**src/rtl/alu_uart_controller_pkg.sv**
```systemverilog
// Shared opcode encodings, FSM state type and defaults for the ALU/UART sequencer.
// ALU_FLAGS_TX_EN adds the flag-byte states to the state type.
package alu_uart_controller_pkg;

  localparam int unsigned NB_DATA_DEF = 8;
  localparam int unsigned NB_OP_DEF   = 6;

  localparam logic [NB_OP_DEF-1:0] OP_ADD = 6'h20;
  localparam logic [NB_OP_DEF-1:0] OP_SUB = 6'h22;
  localparam logic [NB_OP_DEF-1:0] OP_AND = 6'h24;
  localparam logic [NB_OP_DEF-1:0] OP_OR  = 6'h25;
  localparam logic [NB_OP_DEF-1:0] OP_XOR = 6'h26;
  localparam logic [NB_OP_DEF-1:0] OP_SRA = 6'h03;
  localparam logic [NB_OP_DEF-1:0] OP_SRL = 6'h02;
  localparam logic [NB_OP_DEF-1:0] OP_NOR = 6'h27;

  localparam logic [7:0] ERR_CODE_DEF = 8'hEE;

  typedef enum logic [2:0] {
    ST_WAIT_A   = 3'd0,
    ST_WAIT_B   = 3'd1,
    ST_WAIT_OP  = 3'd2,
    ST_EXEC     = 3'd3,
    ST_SEND_RES = 3'd4,
`ifdef ALU_FLAGS_TX_EN
    ST_WAIT_TX  = 3'd5,
    ST_SEND_FLG = 3'd6,
    ST_WAIT_FLG = 3'd7
`else
    ST_WAIT_TX  = 3'd5
`endif
  } state_t;

endpackage

```
**src/rtl/alu_uart_controller_op_decoder.sv**
```systemverilog
// Combinational check that an opcode belongs to the supported ALU instruction set.
module alu_op_decoder
  import alu_uart_controller_pkg::*;
#(
  parameter int unsigned NB_OP = NB_OP_DEF
) (
  input  logic [NB_OP-1:0] i_op,
  output logic             o_valid
);

  always_comb begin
    o_valid = 1'b0;
    case (i_op)
      NB_OP'(OP_ADD), NB_OP'(OP_SUB), NB_OP'(OP_AND), NB_OP'(OP_OR),
      NB_OP'(OP_XOR), NB_OP'(OP_SRA), NB_OP'(OP_SRL), NB_OP'(OP_NOR): o_valid = 1'b1;
      default: o_valid = 1'b0;
    endcase
  end

endmodule

```
**src/rtl/alu_uart_controller.sv**
```systemverilog
// Sequencer between UART RX/TX and the ALU: collects A, B, OP, captures the result, sends it back.
// Define ALU_FLAGS_TX_EN to follow each result byte with a {CARRY,NEG,ZERO} flags byte.
module alu_uart_controller
  import alu_uart_controller_pkg::*;
#(
  parameter int unsigned        NB_DATA       = NB_DATA_DEF,
  parameter int unsigned        NB_OP         = NB_OP_DEF,
  parameter int unsigned        TIMEOUT_TICKS = 1000000,
  parameter logic [NB_DATA-1:0] ERR_CODE      = NB_DATA'(ERR_CODE_DEF)
) (
  input  logic               i_clk,
  input  logic               i_reset,
  input  logic [NB_DATA-1:0] i_rx_data,
  input  logic               i_rx_done,
  input  logic               i_tx_done,
  output logic               o_tx_start,
  output logic [NB_DATA-1:0] o_tx_data,
  output logic [NB_DATA-1:0] o_alu_A,
  output logic [NB_DATA-1:0] o_alu_B,
  output logic [NB_OP-1:0]   o_alu_OP,
  input  logic [NB_DATA-1:0] i_alu_RES,
  input  logic               i_alu_ZERO,
  input  logic               i_alu_NEG,
  input  logic               i_alu_CARRY,
  output logic               o_busy,
  output logic               o_overrun
);

  localparam int unsigned       CNT_W    = (TIMEOUT_TICKS > 2) ? $clog2(TIMEOUT_TICKS) : 1;
  localparam logic [CNT_W-1:0]  CNT_LAST = CNT_W'(TIMEOUT_TICKS - 1);

  state_t           state;
  logic [CNT_W-1:0] tmo_cnt;
  logic             op_hi_ok;
  logic             op_valid_c;
  logic             accepting_c;

`ifdef ALU_FLAGS_TX_EN
  logic [NB_DATA-1:0] flg_byte;
`else
  logic unused_flags;
  assign unused_flags = ^{i_alu_ZERO, i_alu_NEG, i_alu_CARRY};
`endif

  alu_op_decoder #(.NB_OP(NB_OP)) u_op_decoder (
    .i_op    (o_alu_OP),
    .o_valid (op_valid_c)
  );

  assign accepting_c = (state == ST_WAIT_A) || (state == ST_WAIT_B) || (state == ST_WAIT_OP);

  // Frame sequencer; every output is a register updated here.
  always_ff @(posedge i_clk) begin
    if (i_reset) begin
      state      <= ST_WAIT_A;
      tmo_cnt    <= '0;
      op_hi_ok   <= 1'b0;
      o_alu_A    <= '0;
      o_alu_B    <= '0;
      o_alu_OP   <= '0;
      o_tx_data  <= '0;
      o_tx_start <= 1'b0;
      o_busy     <= 1'b0;
      o_overrun  <= 1'b0;
`ifdef ALU_FLAGS_TX_EN
      flg_byte   <= '0;
`endif
    end else begin
      o_tx_start <= 1'b0;
      o_overrun  <= i_rx_done && !accepting_c;
      case (state)
        ST_WAIT_A: begin
          tmo_cnt <= '0;
          if (i_rx_done) begin
            o_alu_A <= i_rx_data;
            o_busy  <= 1'b1;
            state   <= ST_WAIT_B;
          end
        end
        ST_WAIT_B: begin
          if (i_rx_done) begin
            o_alu_B <= i_rx_data;
            tmo_cnt <= '0;
            state   <= ST_WAIT_OP;
          end else if (tmo_cnt == CNT_LAST) begin
            tmo_cnt <= '0;
            o_busy  <= 1'b0;
            state   <= ST_WAIT_A;
          end else begin
            tmo_cnt <= tmo_cnt + CNT_W'(1);
          end
        end
        ST_WAIT_OP: begin
          if (i_rx_done) begin
            o_alu_OP <= i_rx_data[NB_OP-1:0];
            op_hi_ok <= (i_rx_data[NB_DATA-1:NB_OP] == '0);
            tmo_cnt  <= '0;
            state    <= ST_EXEC;
          end else if (tmo_cnt == CNT_LAST) begin
            tmo_cnt <= '0;
            o_busy  <= 1'b0;
            state   <= ST_WAIT_A;
          end else begin
            tmo_cnt <= tmo_cnt + CNT_W'(1);
          end
        end
        ST_EXEC: begin
          // ALU inputs have been stable since the OP byte; capture and arm the TX pulse.
          o_tx_data  <= (op_valid_c && op_hi_ok) ? i_alu_RES : ERR_CODE;
`ifdef ALU_FLAGS_TX_EN
          flg_byte   <= (op_valid_c && op_hi_ok) ?
                        NB_DATA'({i_alu_CARRY, i_alu_NEG, i_alu_ZERO}) : '0;
`endif
          o_tx_start <= 1'b1;
          state      <= ST_SEND_RES;
        end
        ST_SEND_RES: begin
          state <= ST_WAIT_TX;
        end
        ST_WAIT_TX: begin
          if (i_tx_done) begin
`ifdef ALU_FLAGS_TX_EN
            o_tx_data  <= flg_byte;
            o_tx_start <= 1'b1;
            state      <= ST_SEND_FLG;
`else
            o_busy <= 1'b0;
            state  <= ST_WAIT_A;
`endif
          end
        end
`ifdef ALU_FLAGS_TX_EN
        ST_SEND_FLG: begin
          state <= ST_WAIT_FLG;
        end
        ST_WAIT_FLG: begin
          if (i_tx_done) begin
            o_busy <= 1'b0;
            state  <= ST_WAIT_A;
          end
        end
`endif
        default: begin
          o_busy <= 1'b0;
          state  <= ST_WAIT_A;
        end
      endcase
    end
  end

endmodule
```
**config.mk**
```make
export PLATFORM = sky130hd
export DESIGN_NAME = alu_uart_controller
export DESIGN_NICKNAME = d
export VERILOG_FILES = /design/src/rtl/alu_uart_controller_pkg.sv /design/src/rtl/alu_uart_controller_op_decoder.sv /design/src/rtl/alu_uart_controller.sv
export SDC_FILE = /design/constraint.sdc
export NUM_CORES = 1
export LEC_CHECK = 0
export BUFFER_PORTS_ARGS = -buffer_cell sky130_fd_sc_hd__buf_2
export CAP_MARGIN = 20
export CORE_ASPECT_RATIO = 1.2
export CORE_MARGIN = 1.5
export CORE_UTILIZATION = 55
export DETAILED_ROUTE_END_ITERATION = 10
export PLACE_DENSITY = 0.81
export SYNTH_ARGS = -nofsm -noshare
export SYNTH_HDL_FRONTEND = slang
export SYNTH_SLANG_ARGS = --single-unit
```
**constraint.sdc**
```tcl
create_clock -name i_clk -period 4.59 [get_ports i_clk]
set_input_delay 0.2295 -clock i_clk [delete_from_list [all_inputs] [get_ports i_clk]]
set_output_delay 0.2295 -clock i_clk [all_outputs]
set_load 0.01 [all_outputs]
```
==> results of run 1 <==
synthesized netlist by cell type, drive strengths merged (3+ instances only):
library cell  instances
nor4                  4
clkbuf                6
a21oi                25
inv                   7
nor2b                 3
nor3                 30
nor3b                 4
nand3                 5
xnor2                15
nor2                 34
mux2i                 7
buf                   4
dfxtp                57
nand2                47
nand4                 6
path summary, 6_finish.rpt:
check          startpoint          end  slack (ns)  depth (start not counted)
min reg2reg    o_alu_A[6]   o_alu_A[6]        0.45                          2
min          i_rx_data[7]   o_alu_B[7]        0.15                          3
max           tmo_cnt[10]  tmo_cnt[19]        2.51                          5
max reg2reg   tmo_cnt[10]  tmo_cnt[19]        2.51                          5
routing by layer:
layer	wire, um	vias up	track usage, %	share of wire (%)
met4	99	0	11.7	1.9
met1	2220	996	26.0	43
met5	0	-	0	0
met3	271	12	6.53	5.2
met2	2590	56	39.9	50
li1	-	1108	-	-
cells by family (layout without fill, tap and decap cells):
family | count (synthesis) | after routing | synth area share, %
compound gates | 40 | 40 | 10.2
fa+ha+maj | 1 | 1 | 0.513
xor+xnor | 16 | 16 | 5.75
simple gates | 149 | 149 | 30.1
flops | 57 | 57 | 46.8
mux | 7 | 7 | 2.87
buf+inv | 19 | 75 | 3.70
power groups by stage:
| stage | sequential [mW] | clock, mW | combinational, mW |
|---|---|---|---|
| final | 0.523 | 0.419 | 0.0933 |
| after global routing | 0.525 | 0.451 | 0.105 |
| after CTS | 0.523 | 0.426 | 0.0940 |
| after detailed placement | 0.533 | 0 | 0.0937 |
| after global placement | 0.533 | 0 | 0.0914 |
| after floorplan | 0.535 | 0 | 0.0589 |
metrics by stage:
stage                     std cells  hold slack [ns]
after detailed placement        386            0.446
after global routing            401            0.151
after CTS                       401            0.153
after floorplan                 289            0.365
after global placement          386            0.439
final                           401            0.155
sequential cells by signal, summed over array words and instances (netlist names):
signal and flops:
o_alu_OP 6, o_alu_B 8, o_alu_A 8, op_hi_ok 1
state 3, o_tx_start 1, tmo_cnt 20, o_busy 1
o_overrun 1, o_tx_data 8
cell type report:
type / count / area, um^2
inverters: 7 / 26.3
clock buffers: 12 / 165
multi-input cells: 213 / 1210
well taps: 56 / 70.1
flip-flops and latches: 57 / 1140
fillers: 358 / 1370
repair buffers: 53 / 268
clock inverters: 3 / 15.0
critical path: stages, from the launching register on:
cell	delay [ns]
dfxtp_1	0.35
or4b_1	0.54
nor3_2	0.26
nand4_4	0.22
a21oi_4	0.45
nor3_1	0.09
==> qor.yml, run 1 <==
status:
  run_status: "finished clean"
placement:
  dp_hpwl_um: 3560
  dp_slack_ns: 2.50
  place.port_buffers: 52
  routabilityCongestion: 0.809
  placed_cell_area_um2: 2710
worst_setup_path:
  critPathMaxFanout: 16
  cp_data_arrival_time_ns: 2.25
  worst_ep_required_time_ns: 4.76
  crit_type: "reg2reg"
  start_kind: "register"
  worst_setup_path_end_kind: "register"
sta:
  fin_worst_skew_ns: 0.00506
  tightest_slew_ns: 0.999
  slew_viol_final: 0
  max_freq_ghz: 0.482
  fin_ws_ns: 2.51
  slew_headroom_pct: 33.4
  fin_crit_sh_pct: 45.2
  final-setup-viol-count: 0
  hold_viol: 0
  setup_tns_ns: 0
  rsz0062_at_grt: "no"
  min_period_ns: 2.08
clocking:
  cts-root-buf: "clkbuf_8"
  cts_inserted_buffers: 9
  holdBufCountCts: 0
  cts_setup_buffers: 0
  clk_latency_ns: 0.33
  clk_pin_slew_ns: 0.06
  clk_path_buf_depth: 2
  tritoncts: "done"
  clock-sinks: 57
  cts_max_level: 3
  cts_resized: 0
yosys:
  synth_edf_count: 0
  yosysWarnings: 0
  synth_top_area_share_pct: 46.8
  synth_area_um2: 2440
  synth-seq-cells: 57
  syn_nets: 313
  netlist_top_cells_area: "dfxtp_1 (47%), nand2_1 (7.2%), nor3_1 (6.0%)"
  synth_ff_type: "dfxtp_1"
  async_reset_ff_share_pct: 0
  ys_seq_area_share_pct: 46.8
  synthDistinctLibCells: 45
  synth_top_cell_by_area: "dfxtp_1"
  synthCells: 289
  synth_area_per_cell_um2: 8.43
cells_and_area:
  design_area_um2: 2890
  diodes: 0
  drive_above_1_share_pct: 21.2
  nets: 365
  mostFrequentLayoutCells: "dfxtp_1 (57), buf_2 (52), nand2_1 (47)"
  syn_to_final_growth_pct: 18.6
  final_common_cell: "dfxtp_1"
  utilization_pct: 67.9
power:
  power_frac_seq_pct: 50.5
  max-vdd-ir-drop_mv: 0.159
  p_leak_nw: 1.11
  power.total_mw: 1.03
  clkPwrFrac_pct: 40.5
  switchingPower_mw: 0.256
  switching_share_pct: 24.7
  pwr-share-comb_pct: 9.0
  power_density_nw_per_um2: 358
  p_int_mw: 0.779
floorplanning:
  row_count: 26
  boundaryPins: 56
  die_h_um: 75.9
  start_util_pct: 57.2
  dieArea_um2: 4840
  core_area_um2: 4260
  die_width_um: 63.8
routing:
  postRouteAntennaNets: 0
  wire_per_inst_um: 12.9
  dr.pass1.iters: 5
  drt-vias-per-instance: 5.42
  drc: 0
  drt-initial-drc-count: 176
  finalWirelength_um: 5190
  via_count: 2172
hold_path:
  hp-class: "in2reg"
global_route:
  grt_pass1_vias: 2000
  grt_max_degree: 58
  grt_pass1_wl_um: 8800
  antenna_found_initial: 0
  grt_use_total_pct: 23.3
  grt_overflow: 0
job:
  maxCapViolCount: 0
Note: power is estimated with default switching activity, not from simulation.
==> run 2, diff against run 1 <==
--- a/config.mk
+++ b/config.mk
@@ -9,9 +9,9 @@
 export CAP_MARGIN = 20
 export CORE_ASPECT_RATIO = 1.2
 export CORE_MARGIN = 1.5
-export CORE_UTILIZATION = 55
+export CORE_UTILIZATION = 53
 export DETAILED_ROUTE_END_ITERATION = 10
-export PLACE_DENSITY = 0.81
+export PLACE_DENSITY = 0.79
 export SYNTH_ARGS = -nofsm -noshare
 export SYNTH_HDL_FRONTEND = slang
 export SYNTH_SLANG_ARGS = --single-unit
==> constraint.sdc (replaced) <==
create_clock -name i_clk -period 2.04 [get_ports i_clk]
set_input_delay 0.102 -clock i_clk [delete_from_list [all_inputs] [get_ports i_clk]]
set_output_delay 0.102 -clock i_clk [all_outputs]
set_load 0.01 [all_outputs]
==> run 2 against run 1 <==
Effect of this change: critical path depth increased by 1; clock power grew to 2.7 times the previous value; die area up 3.6%; highest routed layer unchanged.
==> qor.yml, run 2 (same netlist as run 1, synthesis figures left out) <==
clocking:
  holdBufCountCts: 0  # unchanged
  clk_path_buf_depth: 2  # unchanged
  cts_max_level: 3  # unchanged
  cts_resized: 0  # unchanged
  clk_pin_slew_ns: 0.07  # about the same
  cts_setup_buffers: 0  # unchanged
  clk_latency_ns: 0.35  # +0.02 ns
  cts_inserted_buffers: 9  # unchanged
  cts-root-buf: "clkbuf_8"
  clock-sinks: 57  # unchanged
  tritoncts: "done"
global_route:
  grt_overflow: 0  # unchanged
  grt_use_total_pct: 23.1  # -0.17 points
  grt_pass1_wl_um: 8970  # +2.0%
  grt_max_degree: 46  # -21%
  grt_pass1_vias: 1996  # -0.20%
  antenna_found_initial: 0  # unchanged
sta:
  setup_tns_ns: 0  # unchanged
  slew_viol_final: 0  # unchanged
  slew_headroom_pct: 48.0  # +15 points
  final-setup-viol-count: 0  # unchanged
  fin_crit_sh_pct: 92.9  # +48 points
  max_freq_ghz: 0.528  # +9.6%
  fin_worst_skew_ns: 0.00562  # +0.000566 ns
  hold_viol: 0  # unchanged
  fin_ws_ns: 0.145  # -2.37 ns
  tightest_slew_ns: 0.775  # -0.224 ns
  rsz0062_at_grt: "no"
  min_period_ns: 1.89  # -0.182 ns
routing:
  wire_per_inst_um: 13.0  # +0.82%
  drc: 0  # unchanged
  drt-initial-drc-count: 134  # -24%
  finalWirelength_um: 5370  # +3.6%
  dr.pass1.iters: 4  # -1
  postRouteAntennaNets: 0  # unchanged
  drt-vias-per-instance: 5.34  # -1.3%
  via_count: 2202  # +1.4%
floorplanning:
  start_util_pct: 56.3  # -0.86 points
  boundaryPins: 56  # unchanged
  dieArea_um2: 5020  # +3.6%
  die_h_um: 77.3  # +1.8%
  core_area_um2: 4330  # +1.5%
  row_count: 26  # unchanged
  die_width_um: 64.9  # +1.8%
cells_and_area:
  regMostFlops: "tmo_cnt"
  register_area_um2: 1140  # unchanged
  diodes: 0  # unchanged
  drive_above_1_share_pct: 23.6  # +2.4 points
  final_common_cell: "dfxtp_1"
  syn_to_final_growth_pct: 23.8
  mostFrequentLayoutCells: "dfxtp_1 (57), buf_2 (52), nand2_1 (47)"
  finalNonFillerCells: 412  # +2.7%
  largest_reg_flops: 20  # unchanged
  utilization_pct: 69.8  # +1.9 points
  nets: 375  # +2.7%
  fillCellCount: 348  # -2.8%
  multi_input_area_um2: 1210  # unchanged
placement:
  dp_cells: 396  # +2.6%
  place.port_buffers: 52  # unchanged
  routabilityCongestion: 0.807  # -0.21%
  dp_hpwl_um: 3680  # +3.1%
  dp_slack_ns: 0.153  # -2.34 ns
worst_setup_path:
  timing.rr.end: "tmo_cnt[1]"
  r2r_slack_ns: 0.15  # -2.37 ns
  reg2regPathDepth: 6  # +1
  start_kind: "register"
  cp_data_arrival_time_ns: 2.10  # -0.15 ns
  critPathMaxFanout: 9  # -7
  startpoint: "tmo_cnt[10]"
  worst_setup_path_end_kind: "register"
  crit_type: "reg2reg"
  worstReg2RegStart: "tmo_cnt[10]"
  worst_ep_required_time_ns: 2.24  # -2.52 ns
job:
  maxCapViolCount: 0  # unchanged
power:
  power.total_mw: 2.56  # +150%
  power_frac_seq_pct: 45.6  # -4.9 points
  switching_share_pct: 24.6  # -0.082 points
  p_int_mw: 1.93  # +150%
  power_density_nw_per_um2: 849  # +140%
  clkPwrFrac_pct: 45.0  # +4.5 points
  p_leak_nw: 1.18  # +5.9%
  pwr-share-comb_pct: 9.4  # +0.4 points
  switchingPower_mw: 0.631  # +150%
  max-vdd-ir-drop_mv: 0.540  # +240%
hold_path:
  holdPathStages: 3  # unchanged
  min_from: "i_rx_data[6]"
  hp-class: "in2reg"
  hold-path-endpoint: "o_alu_B[6]"
status:
  run_status: "finished clean"
[run 2: cell types whose count changed in the layout (fill, tap and decap cells not counted)]
| cell | previous run | this run |
|---|---|---|
| buf_4 | 1 | 10 |
| clkbuf_8 | 12 | 9 |
| bufinv_16 | 0 | 2 |
| clkinv_4 | 0 | 2 |
| buf_12 | 0 | 1 |
| clkinv_2 | 3 | 2 |
| clkinvlp_4 | 0 | 1 |
[run 2: power groups by stage]
| stage | Combinational [mW] | Sequential, mW | Clock, mW |
|---|---|---|---|
| floorplan | 0.132 | 1.20 | 0 |
| global placement | 0.238 | 1.19 | 0 |
| detailed placement | 0.242 | 1.19 | 0 |
| CTS | 0.244 | 1.17 | 1.17 |
| global route | 0.268 | 1.17 | 1.22 |
| finish | 0.242 | 1.17 | 1.15 |
[run 2: worst max-delay path: stages, from the launching register on]
cell and delay, ns:
dfxtp_1 0.36, or4b_1 0.56, nor3_2 0.26, nand4_4 0.14
buf_4 0.20, a32oi_1 0.19, nor2_1 0.05
[run 2: area by class of cell]
type / instances / share of cell area [%]
Clock inverter: 7 / 3.15
Multi-Input combinational cell: 213 / 40.0
Timing Repair Buffer: 63 / 11.8
Inverter: 7 / 0.871
Sequential cell: 57 / 37.8
Tap cell: 56 / 2.32
Clock buffer: 9 / 4.10
[run 2: per-stage QoR]
stage,cell area (um^2),hold WS [ns]
after floorplan,2440,0.238
after global placement,2800,0.369
after detailed placement,2800,0.374
after CTS,3020,0.0228
after global routing,3020,0.0326
final,3020,0.0255
[run 2: routing by layer]
layer | up-vias | GRT usage [%] | part of all wire, %
met1 | 1013 | 27.2 | 41
met3 | 10 | 4.11 | 4.6
met4 | 0 | 11.5 | 2.2
li1 | 1124 | - | -
met2 | 55 | 39.6 | 52
met5 | - | 0 | 0
[run 2: worst max path at each step]
stage                              to  slack [ns]  depth (start not counted)
after floorplan           tmo_cnt[10]        0.19                          6
after global placement     tmo_cnt[1]        0.18                          6
after detailed placement   tmo_cnt[1]        0.15                          6
after CTS                  tmo_cnt[1]        0.13                          6
after global routing      tmo_cnt[14]        0.01                          5
final                      tmo_cnt[1]        0.15                          6
